[src/rtl/ttt_pkg.sv]
// ttt_pkg: shared types and tables for the tic-tac-toe auto player.
//   state_t        - controller state encoding
//   LINE_TABLE     - the 8 winning lines as 0-based cell triples
//   FALLBACK_ORDER - cell preference when no win/block move exists
//   MOVE_NONE      - move_idx value before any move has been chosen
package ttt_pkg;

  typedef enum logic [2:0] {
    IDLE,
    SCAN_WIN,
    SCAN_BLOCK,
    FALLBACK,
    PRESS,
    GAP,
    WAIT_ACK
  } state_t;

  localparam logic [3:0] LINE_TABLE [0:7][0:2] = '{
    '{4'd0, 4'd1, 4'd2},
    '{4'd3, 4'd4, 4'd5},
    '{4'd6, 4'd7, 4'd8},
    '{4'd0, 4'd3, 4'd6},
    '{4'd1, 4'd4, 4'd7},
    '{4'd2, 4'd5, 4'd8},
    '{4'd0, 4'd4, 4'd8},
    '{4'd2, 4'd4, 4'd6}
  };

  localparam logic [3:0] FALLBACK_ORDER [0:8] = '{
    4'd4, 4'd0, 4'd2, 4'd6, 4'd8, 4'd1, 4'd3, 4'd5, 4'd7
  };

  localparam logic [3:0] MOVE_NONE = 4'hF;

endpackage

[src/rtl/ttt_line_eval.sv]
// ttt_line_eval: combinational evaluation of one winning line.
//   mine, theirs - occupancy of the side being tested and of the other side
//   line         - line index 0..7 into LINE_TABLE
//   hit          - exactly two cells of the line are in mine, the third empty
//   empty_cell   - the empty cell of a hitting line (MOVE_NONE otherwise)
module ttt_line_eval
  import ttt_pkg::*;
(
  input  logic [8:0] mine,
  input  logic [8:0] theirs,
  input  logic [2:0] line,
  output logic       hit,
  output logic [3:0] empty_cell
);

  logic [3:0] ca, cb, cc;
  logic [2:0] m;
  logic [2:0] e;
  logic [8:0] free;

  always_comb begin
    ca   = LINE_TABLE[line][0];
    cb   = LINE_TABLE[line][1];
    cc   = LINE_TABLE[line][2];
    free = ~(mine | theirs);
    m    = {mine[cc], mine[cb], mine[ca]};
    e    = {free[cc], free[cb], free[ca]};
    hit        = 1'b0;
    empty_cell = MOVE_NONE;
    case (m)
      3'b110: if (e[0]) begin hit = 1'b1; empty_cell = ca; end
      3'b101: if (e[1]) begin hit = 1'b1; empty_cell = cb; end
      3'b011: if (e[2]) begin hit = 1'b1; empty_cell = cc; end
      default: ;
    endcase
  end

endmodule

[src/rtl/ttt_auto_player.sv]
// ttt_auto_player: automatic tic-tac-toe opponent.
//   clk, reset (async, active-low)
//   enable, my_player         - move permission and side (sampled in IDLE)
//   board_p1, board_p2        - live board occupancy from the game core
//   win_p1, win_p2, draw      - game result flags
//   press                     - one-hot cell press pulse to the game core
//   busy                      - high whenever not IDLE
//   move_idx                  - last chosen cell (MOVE_NONE before first move)
//   err_illegal               - sticky illegal-board flag
//   err_timeout               - one-cycle pulse when the move is not acknowledged
module ttt_auto_player
  import ttt_pkg::*;
#(
  parameter int PRESS_CYCLES = 4,
  parameter int ACK_TIMEOUT  = 16
) (
  input  logic       clk,
  input  logic       reset,
  input  logic       enable,
  input  logic       my_player,
  input  logic [8:0] board_p1,
  input  logic [8:0] board_p2,
  input  logic       win_p1,
  input  logic       win_p2,
  input  logic       draw,
  output logic [8:0] press,
  output logic       busy,
  output logic [3:0] move_idx,
  output logic       err_illegal,
  output logic       err_timeout
);

  localparam int CMAX = (PRESS_CYCLES > ACK_TIMEOUT) ? PRESS_CYCLES : ACK_TIMEOUT;
  localparam int CW   = $clog2(CMAX + 1);
  localparam logic [CW-1:0] PRESS_LAST = CW'(PRESS_CYCLES - 1);
  localparam logic [CW-1:0] ACK_LAST   = CW'(ACK_TIMEOUT - 1);

  state_t        state, state_n;
  logic [2:0]    line_idx, line_idx_n;
  logic [CW-1:0] cnt, cnt_n;
  logic [8:0]    snap_p1, snap_p1_n, snap_p2, snap_p2_n;
  logic          me, me_n;
  logic [3:0]    target, target_n;
  logic [3:0]    move_idx_n;
  logic          err_illegal_n, err_timeout_n;

  logic [3:0] n1, n2;
  logic       game_over, board_illegal, my_turn, board_changed;
  logic [8:0] snap_mine, snap_theirs, live_mine, occ;
  logic [8:0] eval_mine, eval_theirs;
  logic       hit;
  logic [3:0] empty_cell;
  logic       fb_found;
  logic [3:0] fb_cell;

  // The block scan reuses the same evaluator with the sides swapped.
  assign eval_mine   = (state == SCAN_BLOCK) ? snap_theirs : snap_mine;
  assign eval_theirs = (state == SCAN_BLOCK) ? snap_mine   : snap_theirs;

  ttt_line_eval u_line_eval (
    .mine       (eval_mine),
    .theirs     (eval_theirs),
    .line       (line_idx),
    .hit        (hit),
    .empty_cell (empty_cell)
  );

  always_comb begin
    n1            = 4'($countones(board_p1));
    n2            = 4'($countones(board_p2));
    game_over     = win_p1 | win_p2 | draw;
    board_illegal = (|(board_p1 & board_p2)) || !((n1 == n2) || (n1 == n2 + 4'd1));
    my_turn       = my_player ? (n1 == n2 + 4'd1) : (n1 == n2);
    board_changed = (board_p1 != snap_p1) || (board_p2 != snap_p2);
    snap_mine     = me ? snap_p2 : snap_p1;
    snap_theirs   = me ? snap_p1 : snap_p2;
    live_mine     = me ? board_p2 : board_p1;
    occ           = snap_p1 | snap_p2;
    fb_found      = 1'b0;
    fb_cell       = MOVE_NONE;
    for (int unsigned i = 0; i < 9; i++) begin
      if (!fb_found && !occ[FALLBACK_ORDER[i]]) begin
        fb_found = 1'b1;
        fb_cell  = FALLBACK_ORDER[i];
      end
    end
  end

  always_comb begin
    state_n       = state;
    line_idx_n    = line_idx;
    cnt_n         = cnt;
    snap_p1_n     = snap_p1;
    snap_p2_n     = snap_p2;
    me_n          = me;
    target_n      = target;
    move_idx_n    = move_idx;
    err_illegal_n = err_illegal;
    err_timeout_n = 1'b0;
    case (state)
      IDLE: begin
        if (!err_illegal) begin
          if (board_illegal) begin
            err_illegal_n = 1'b1;
          end else if (enable && my_turn && !game_over) begin
            snap_p1_n  = board_p1;
            snap_p2_n  = board_p2;
            me_n       = my_player;
            line_idx_n = '0;
            state_n    = SCAN_WIN;
          end
        end
      end
      SCAN_WIN, SCAN_BLOCK: begin
        if (game_over || board_changed) begin
          state_n = IDLE;
        end else if (hit) begin
          target_n   = empty_cell;
          move_idx_n = empty_cell;
          cnt_n      = '0;
          state_n    = PRESS;
        end else if (line_idx == 3'd7) begin
          line_idx_n = '0;
          state_n    = (state == SCAN_WIN) ? SCAN_BLOCK : FALLBACK;
        end else begin
          line_idx_n = line_idx + 3'd1;
        end
      end
      FALLBACK: begin
        if (game_over || board_changed) begin
          state_n = IDLE;
        end else if (fb_found) begin
          target_n   = fb_cell;
          move_idx_n = fb_cell;
          cnt_n      = '0;
          state_n    = PRESS;
        end else begin
          err_illegal_n = 1'b1;
          state_n       = IDLE;
        end
      end
      PRESS, GAP: begin
        if (cnt == PRESS_LAST) begin
          cnt_n   = '0;
          state_n = (state == PRESS) ? GAP : WAIT_ACK;
        end else begin
          cnt_n = cnt + 1'b1;
        end
      end
      WAIT_ACK: begin
        if (game_over || live_mine[target]) begin
          state_n = IDLE;
        end else if (cnt == ACK_LAST) begin
          err_timeout_n = 1'b1;
          state_n       = IDLE;
        end else begin
          cnt_n = cnt + 1'b1;
        end
      end
      default: state_n = IDLE;
    endcase
  end

  always_ff @(posedge clk or negedge reset) begin
    if (!reset) begin
      state       <= IDLE;
      line_idx    <= '0;
      cnt         <= '0;
      snap_p1     <= '0;
      snap_p2     <= '0;
      me          <= 1'b0;
      target      <= MOVE_NONE;
      move_idx    <= MOVE_NONE;
      err_illegal <= 1'b0;
      err_timeout <= 1'b0;
    end else begin
      state       <= state_n;
      line_idx    <= line_idx_n;
      cnt         <= cnt_n;
      snap_p1     <= snap_p1_n;
      snap_p2     <= snap_p2_n;
      me          <= me_n;
      target      <= target_n;
      move_idx    <= move_idx_n;
      err_illegal <= err_illegal_n;
      err_timeout <= err_timeout_n;
    end
  end

  // Decoded from the registered state so an async reset drops press at once.
  assign press = (state == PRESS) ? (9'b1 << target) : '0;
  assign busy  = (state != IDLE);

endmodule

[config.mk]
export PLATFORM = sky130hd
export DESIGN_NAME = ttt_auto_player
export DESIGN_NICKNAME = d
export VERILOG_FILES = /design/src/rtl/ttt_pkg.sv /design/src/rtl/ttt_line_eval.sv /design/src/rtl/ttt_auto_player.sv
export SDC_FILE = /design/constraint.sdc
export NUM_CORES = 1
export LEC_CHECK = 0
export ABC_AREA = 1
export ABC_CLOCK_PERIOD_IN_PS = 2720
export BUFFER_PORTS_ARGS = -buffer_cell sky130_fd_sc_hd__buf_2
export CAP_MARGIN = 20
export CELL_PAD_IN_SITES_DETAIL_PLACEMENT = 2
export CELL_PAD_IN_SITES_GLOBAL_PLACEMENT = 2
export CORE_MARGIN = 2
export CORE_UTILIZATION = 29
export CTS_CLUSTER_DIAMETER = 60
export CTS_CLUSTER_SIZE = 8
export DETAILED_ROUTE_END_ITERATION = 7
export PLACE_DENSITY = 0.85
export SETUP_SLACK_MARGIN = 0.5
export SLEW_MARGIN = 20
export SYNTH_ARGS = -nofsm -noshare
export SYNTH_HDL_FRONTEND = slang
export SYNTH_HIERARCHICAL = 1
export SYNTH_SLANG_ARGS = --single-unit
[constraint.sdc]
create_clock -name clk -period 2.72 [get_ports clk]
set_clock_uncertainty 0.1 [all_clocks]
set_input_delay 0.816 -clock clk [delete_from_list [all_inputs] [get_ports clk]]
set_output_delay 0.816 -clock clk [all_outputs]
set_load 0.02 [all_outputs]
==> flow_summary_export.csv, run 1 <==
group,metric,value,unit
clock_network,cts_buffers,5,
floorplan,die_h,132,µm
synth,synthArstFlopShare,100,%
floorplan,rows,46,
clock_network,htreeDepth,2,
grt,grt_max_degree,35,
synth,synth-main-ff-cell,"dfrtp_1",
synth,synth-seq-area-share,19.1,%
synth,synth_area_per_cell,5.85,µm²
placement,gp_congestion,0.891,
grt,antenna_found_initial,4,
timing,crit_endpoint,"snap_p1[5]$_DFFE_PN0P_/D",
clock_network,numClockSinks,36,
synth,synthesis.area,0.00474,mm²
synth,synth_compound_area_share,11.0,%
synth,yosys.area_share.simple,47.8,%
synth,synth_xor_area_share,1.66,%
placement,pre_cts_ws,-2.66,ns
timing,endpoint_type,"register input",
synth,synthAdderAreaFrac,7.66,%
clock_network,cts_buffer_depth,2,
synth,synth_mux_area_share,0,%
floorplan,initial_core_util,29.7,%
clock_network,cts_root_buf,"clkbuf_16",
status,outcome,"stopped before the end",
synth,synth_cells,810,
floorplan,ioPinCount,41,
synth,yosysWarningCount,6,
placement,io_buffers,40,
synth,synthDistinctLibCells,40,
clock_network,cts_hold_buf,0,
synth,synth_top_family_by_area,"simple AND/OR/NAND/NOR gates",
synth,synth-edff-count,0,
placement,hpwlAfterDp,20000,µm
synth,synth_fp_nets,858,
synth,synth_seq_cells,36,
floorplan,die_x,132,µm
status,first-error,"[ERROR DPL-0033] detailed placement checks failed during check placement.",
status,lastStage,"global routing",
-- through the flow --
stage / instances / utilization [%] / cell area, µm² / setup TNS (ns) / hold WS [ns]
3_3_place_gp: 1201 / 40.5 / 6460 / -60.41 / 0.357
3_5_place_dp: 1201 / 40.5 / 6460 / -68.42 / 0.370
4_1_cts: 1241 / 46.5 / 7420 / -62.02 / 0.330
2_1_floorplan: 810 / - / 4970 / -48.23 / 0.342
-- logic make-up after synthesis --
kind of cell | after synthesis
compound gates | 89
flops | 36
simple gates | 507
fa+ha+maj | 23
xor+xnor | 9
buf+inv | 146
-- cell usage after synthesis (7+ instances only) --
library cell / instances / area (µm²)
nand2_2: 21 / 131
inv_1: 115 / 432
nand4_1: 8 / 50.1
xnor2_1: 7 / 61.3
dfrtp_1: 32 / 801
o21ai_2: 12 / 105
nand3_1: 97 / 485
nor2_2: 7 / 43.8
nand2_1: 285 / 1070
a21oi_1: 13 / 65.1
inv_2: 15 / 56.3
ha_1: 13 / 163
nor2_1: 64 / 240
o21ai_0: 52 / 260
fa_1: 10 / 200
-- what timing repair did --
item                                    CTS
hold endpoints to repair                  0
endpoints found under the setup margin   45
cloned                                    4
buffers inserted                         28
pin swaps                                17
resized for setup                       143
==> run 2: changes to the inputs <==
==> config.mk (replaced) <==
export PLATFORM = sky130hd
export DESIGN_NAME = ttt_auto_player
export DESIGN_NICKNAME = d
export VERILOG_FILES = /design/src/rtl/ttt_pkg.sv /design/src/rtl/ttt_line_eval.sv /design/src/rtl/ttt_auto_player.sv
export SDC_FILE = /design/constraint.sdc
export NUM_CORES = 1
export LEC_CHECK = 0
export ABC_AREA = 1
export ABC_CLOCK_PERIOD_IN_PS = 3500
export BUFFER_PORTS_ARGS = -buffer_cell sky130_fd_sc_hd__buf_2
export CAP_MARGIN = 20
export CORE_MARGIN = 2
export CORE_UTILIZATION = 33
export DETAILED_ROUTE_END_ITERATION = 7
export PLACE_DENSITY_LB_ADDON = 0.15
export SLEW_MARGIN = 20
export SYNTH_ARGS = -nofsm -noshare
export SYNTH_HDL_FRONTEND = slang
export SYNTH_HIERARCHICAL = 1
export SYNTH_SLANG_ARGS = --single-unit
==> constraint.sdc (replaced) <==
create_clock -name clk -period 3.5 [get_ports clk]
set_clock_uncertainty 0.1 [all_clocks]
set_input_delay 1.05 -clock clk [delete_from_list [all_inputs] [get_ports clk]]
set_output_delay 1.05 -clock clk [all_outputs]
set_load 0.02 [all_outputs]
==> run 2 against run 1 <==
Effect of this change:
- the flow now finishes, with violations (negative setup slack)
- synthesized cell count unchanged
- area after synthesis unchanged
==> flow_summary_export.csv, run 2 <==
group,metric,value,unit
status,outcome,"finished with violations",
status,violations,"negative setup slack",
run,max_cap_viol_count,0,
drt,num_vias,5262,
grt,overflow,0,
finish,mostFrequentLayoutCells,"nand2_1, inv_1, nand3_1, buf_4, nor2_1",
timing,fmax,204,MHz
clock_network,cts_buffer_depth,2,
power,finalPower,0.00142,W
floorplan,ioPinCount,41,
synth,synth-main-ff-cell,"dfrtp_1",
placement,gp_congestion,0.862,
critical_path,path_cells,"buf_12, inv_12, fa_1, fa_1, fa_1, fa_2, fa_1, inv_2, ha_4, xnor2_1, or2_1, nor2_2, nand2_2, nand2_2, nand3_2, nor2_4, buf_6, clkbuf_16, o21ai_0",
synth,synth_area_per_cell,5.85,µm²
grt,grtUsageMet2,32.0,%
grt,grt_util_met3,1.83,%
drt,drtAntennaViolNets,0,
synth,synth-edff-count,0,
finish,syn_to_final_growth,27.7,%
clock_network,clock_latency,0.29,ns
critical_path,crit_required,3.56,ns
critical_path,path_max_fanout,9,
timing,min_period,4.90,ns
finish,antenna_cells,0,
power,peakVddDrop,0.000227,V
critical_path,ff2ff_path_depth,21,
timing,post-route-period-util,140,%
critical_path,timing.critical_path.buf_inv,5,
synth,synth_top_cell_area_share,22.6,%
floorplan,die_x,124,µm
floorplan,core,0.0139,mm²
clock_network,cts_buffers,5,
drt,drc,0,
grt,grt_pass1_vias,4745,
finish,final_nets,966,
clock_network,htreeDepth,2,
floorplan,rows,43,
floorplan,initial_core_util,34.0,%
critical_path,cp_slowest_cell,"fa_1",
timing,rsz0062_at_grt,"yes",
critical_path,slowest_delay,0.54,ns
floorplan,die_area,0.0153,mm²
synth,synth_area_leaders,"nand2_1, dfrtp_1, nand3_1, inv_1, o21ai_0",
grt,grt_max_degree,38,
floorplan,die_h,124,µm
synth,yosys.cell_count.top_type,"nand2_1",
grt,use_met1,27.3,%
synth,yosysWarningCount,6,
synth,synth_cells,810,
finish,drive_gt1_share,24.6,%
finish,final_cell_area,0.00605,mm²
drt,drt_wl_total,14700,µm
synth,synthDistinctLibCells,40,
grt,grt-busiest-layer,"met2",
timing,hold_viol,0,
critical_path,crit_family,"adder cells",
synth,synth_fp_nets,858,
clock_network,cts_hold_buf,0,
finish,layout_commonest_cell,"nand2_1",
critical_path,critPathMostFrequentCell,"fa_1",
drt,wire_per_inst,13.4,µm
clock_network,numClockSinks,36,
grt,grt_pass1_wl,23500,µm
placement,hpwlAfterDp,11700,µm
critical_path,setup.worst_path.end_class,"flip-flop",
drt,vias_per_cell,4.79,
timing,slew_headroom,41.1,%
timing,fin_ws,-1.40,ns
synth,synthesis.area,0.00474,mm²
synth,synthArstFlopShare,100,%
timing,slew_viol_final,0,
finish,top_regs,"snap_p1: 9 flops, snap_p2: 9 flops, cnt: 5 flops",
worst_hold_path,hp-class,"reg2reg",
drt,drt-initial-drc-count,377,
synth,synth-seq-area-share,19.1,%
placement,postPlaceCellArea,0.00562,mm²
critical_path,worst-path-stages,19,
clock_network,clk_pin_slew,0.06,ns
power,p_per_area,235,mW/mm²
clock_network,cts_root_buf,"clkbuf_16",
critical_path,critPathArrivalTime,4.96,ns
synth,synth_commonest_cells,"nand2_1, inv_1, nand3_1",
critical_path,worst-setup-path-type,"in2reg",
synth,synth_top_area_cell,"nand2_1",
grt,track_usage,19.7,%
critical_path,cp-start-kind,"input port",
clock_network,cts_tree,"yes",
grt,antenna_found_initial,0,
power,leakage,3.34,nW
synth,synth_seq_cells,36,
worst_hold_path,whs_path_depth,2,
drt,first_pass_iters,5,
timing,finalSetupViolations,25,
timing,tightest_slew,0.884,ns
placement,io_buffers,40,
==> run 2: cell counts after synthesis <==
No cell type changed its count.
==> run 2: path summary, 6_finish.rpt <==
check | from | endpoint | slack [ns]
hold / removal | cnt[4] | cnt[4] | 0.37
min in group asynchronous | reset | line_idx[0] | 0.78
hold reg to reg | cnt[4] | cnt[4] | 0.37
setup / recovery | board_p2[0] | snap_p2[4] | -1.40
max in group asynchronous | reset | state[2] | 1.96
setup reg to reg | state[0] | state[1] | 0.23
==> run 2: kinds of logic after synthesis <==
logic type | share of synthesized area [%]
buf+inv | 12.9
simple gates | 47.8
flops | 19.1
compound gates | 11.0
xor+xnor | 1.66
fa+ha+maj | 7.66
==> run 2: per-layer routing <==
metal,part of all wire (%),up-vias
li1,-,2761
met1,49,2331
met2,45,141
met3,3.6,29
met4,2.9,0
met5,0,-
==> run 2: where the power goes <==
group / total, W / switching (W) / internal [W] / leakage, nW
Clock: 0.000467 / 0.000183 / 0.000284 / 0.0712
Combinational: 0.000538 / 0.000282 / 0.000256 / 2.89
Sequential: 0.000417 / 0 / 0.000417 / 0.384
Total: 0.00142 / 0.000464 / 0.000957 / 3.34
==> run 2: stage by stage <==
stage	std cells	setup slack [ns]	setup TNS, ns	hold slack, ns	utilization [%]
6_report	1099	-1.40	-33.57	0.374	43.4
5_1_grt	1099	-1.55	-37.57	0.384	43.4
4_1_cts	1095	-1.46	-35.82	0.375	42.3
3_5_place_dp	1082	-1.86	-45.16	0.362	40.3
3_3_place_gp	1082	-1.80	-43.71	0.361	40.3
2_1_floorplan	810	-1.46	-34.59	0.342	-
==> run 2: timing repair <==
item,in CTS,in global routing
endpoints found under the setup margin,25,34
setup buffers,3,1
gates cloned,2,3
pin swaps,5,4
resized for setup,15,23
==> run 2: area by class of cell <==
cell class	instances	area [µm²]
flip-flops and latches	36	906
repair buffers	117	935
inverters	130	500
well taps	180	225
clock buffers	8	146
fillers	1501	7880
multi-input cells	628	3340
==> run 2: tightest hold or removal path, stage by stage, from the launching register on <==
cell and delay [ns]:
dfrtp_1 0.33, nand2_1 0.05, nand2_1 0.05
Note: power is estimated with default switching activity, not from simulation.
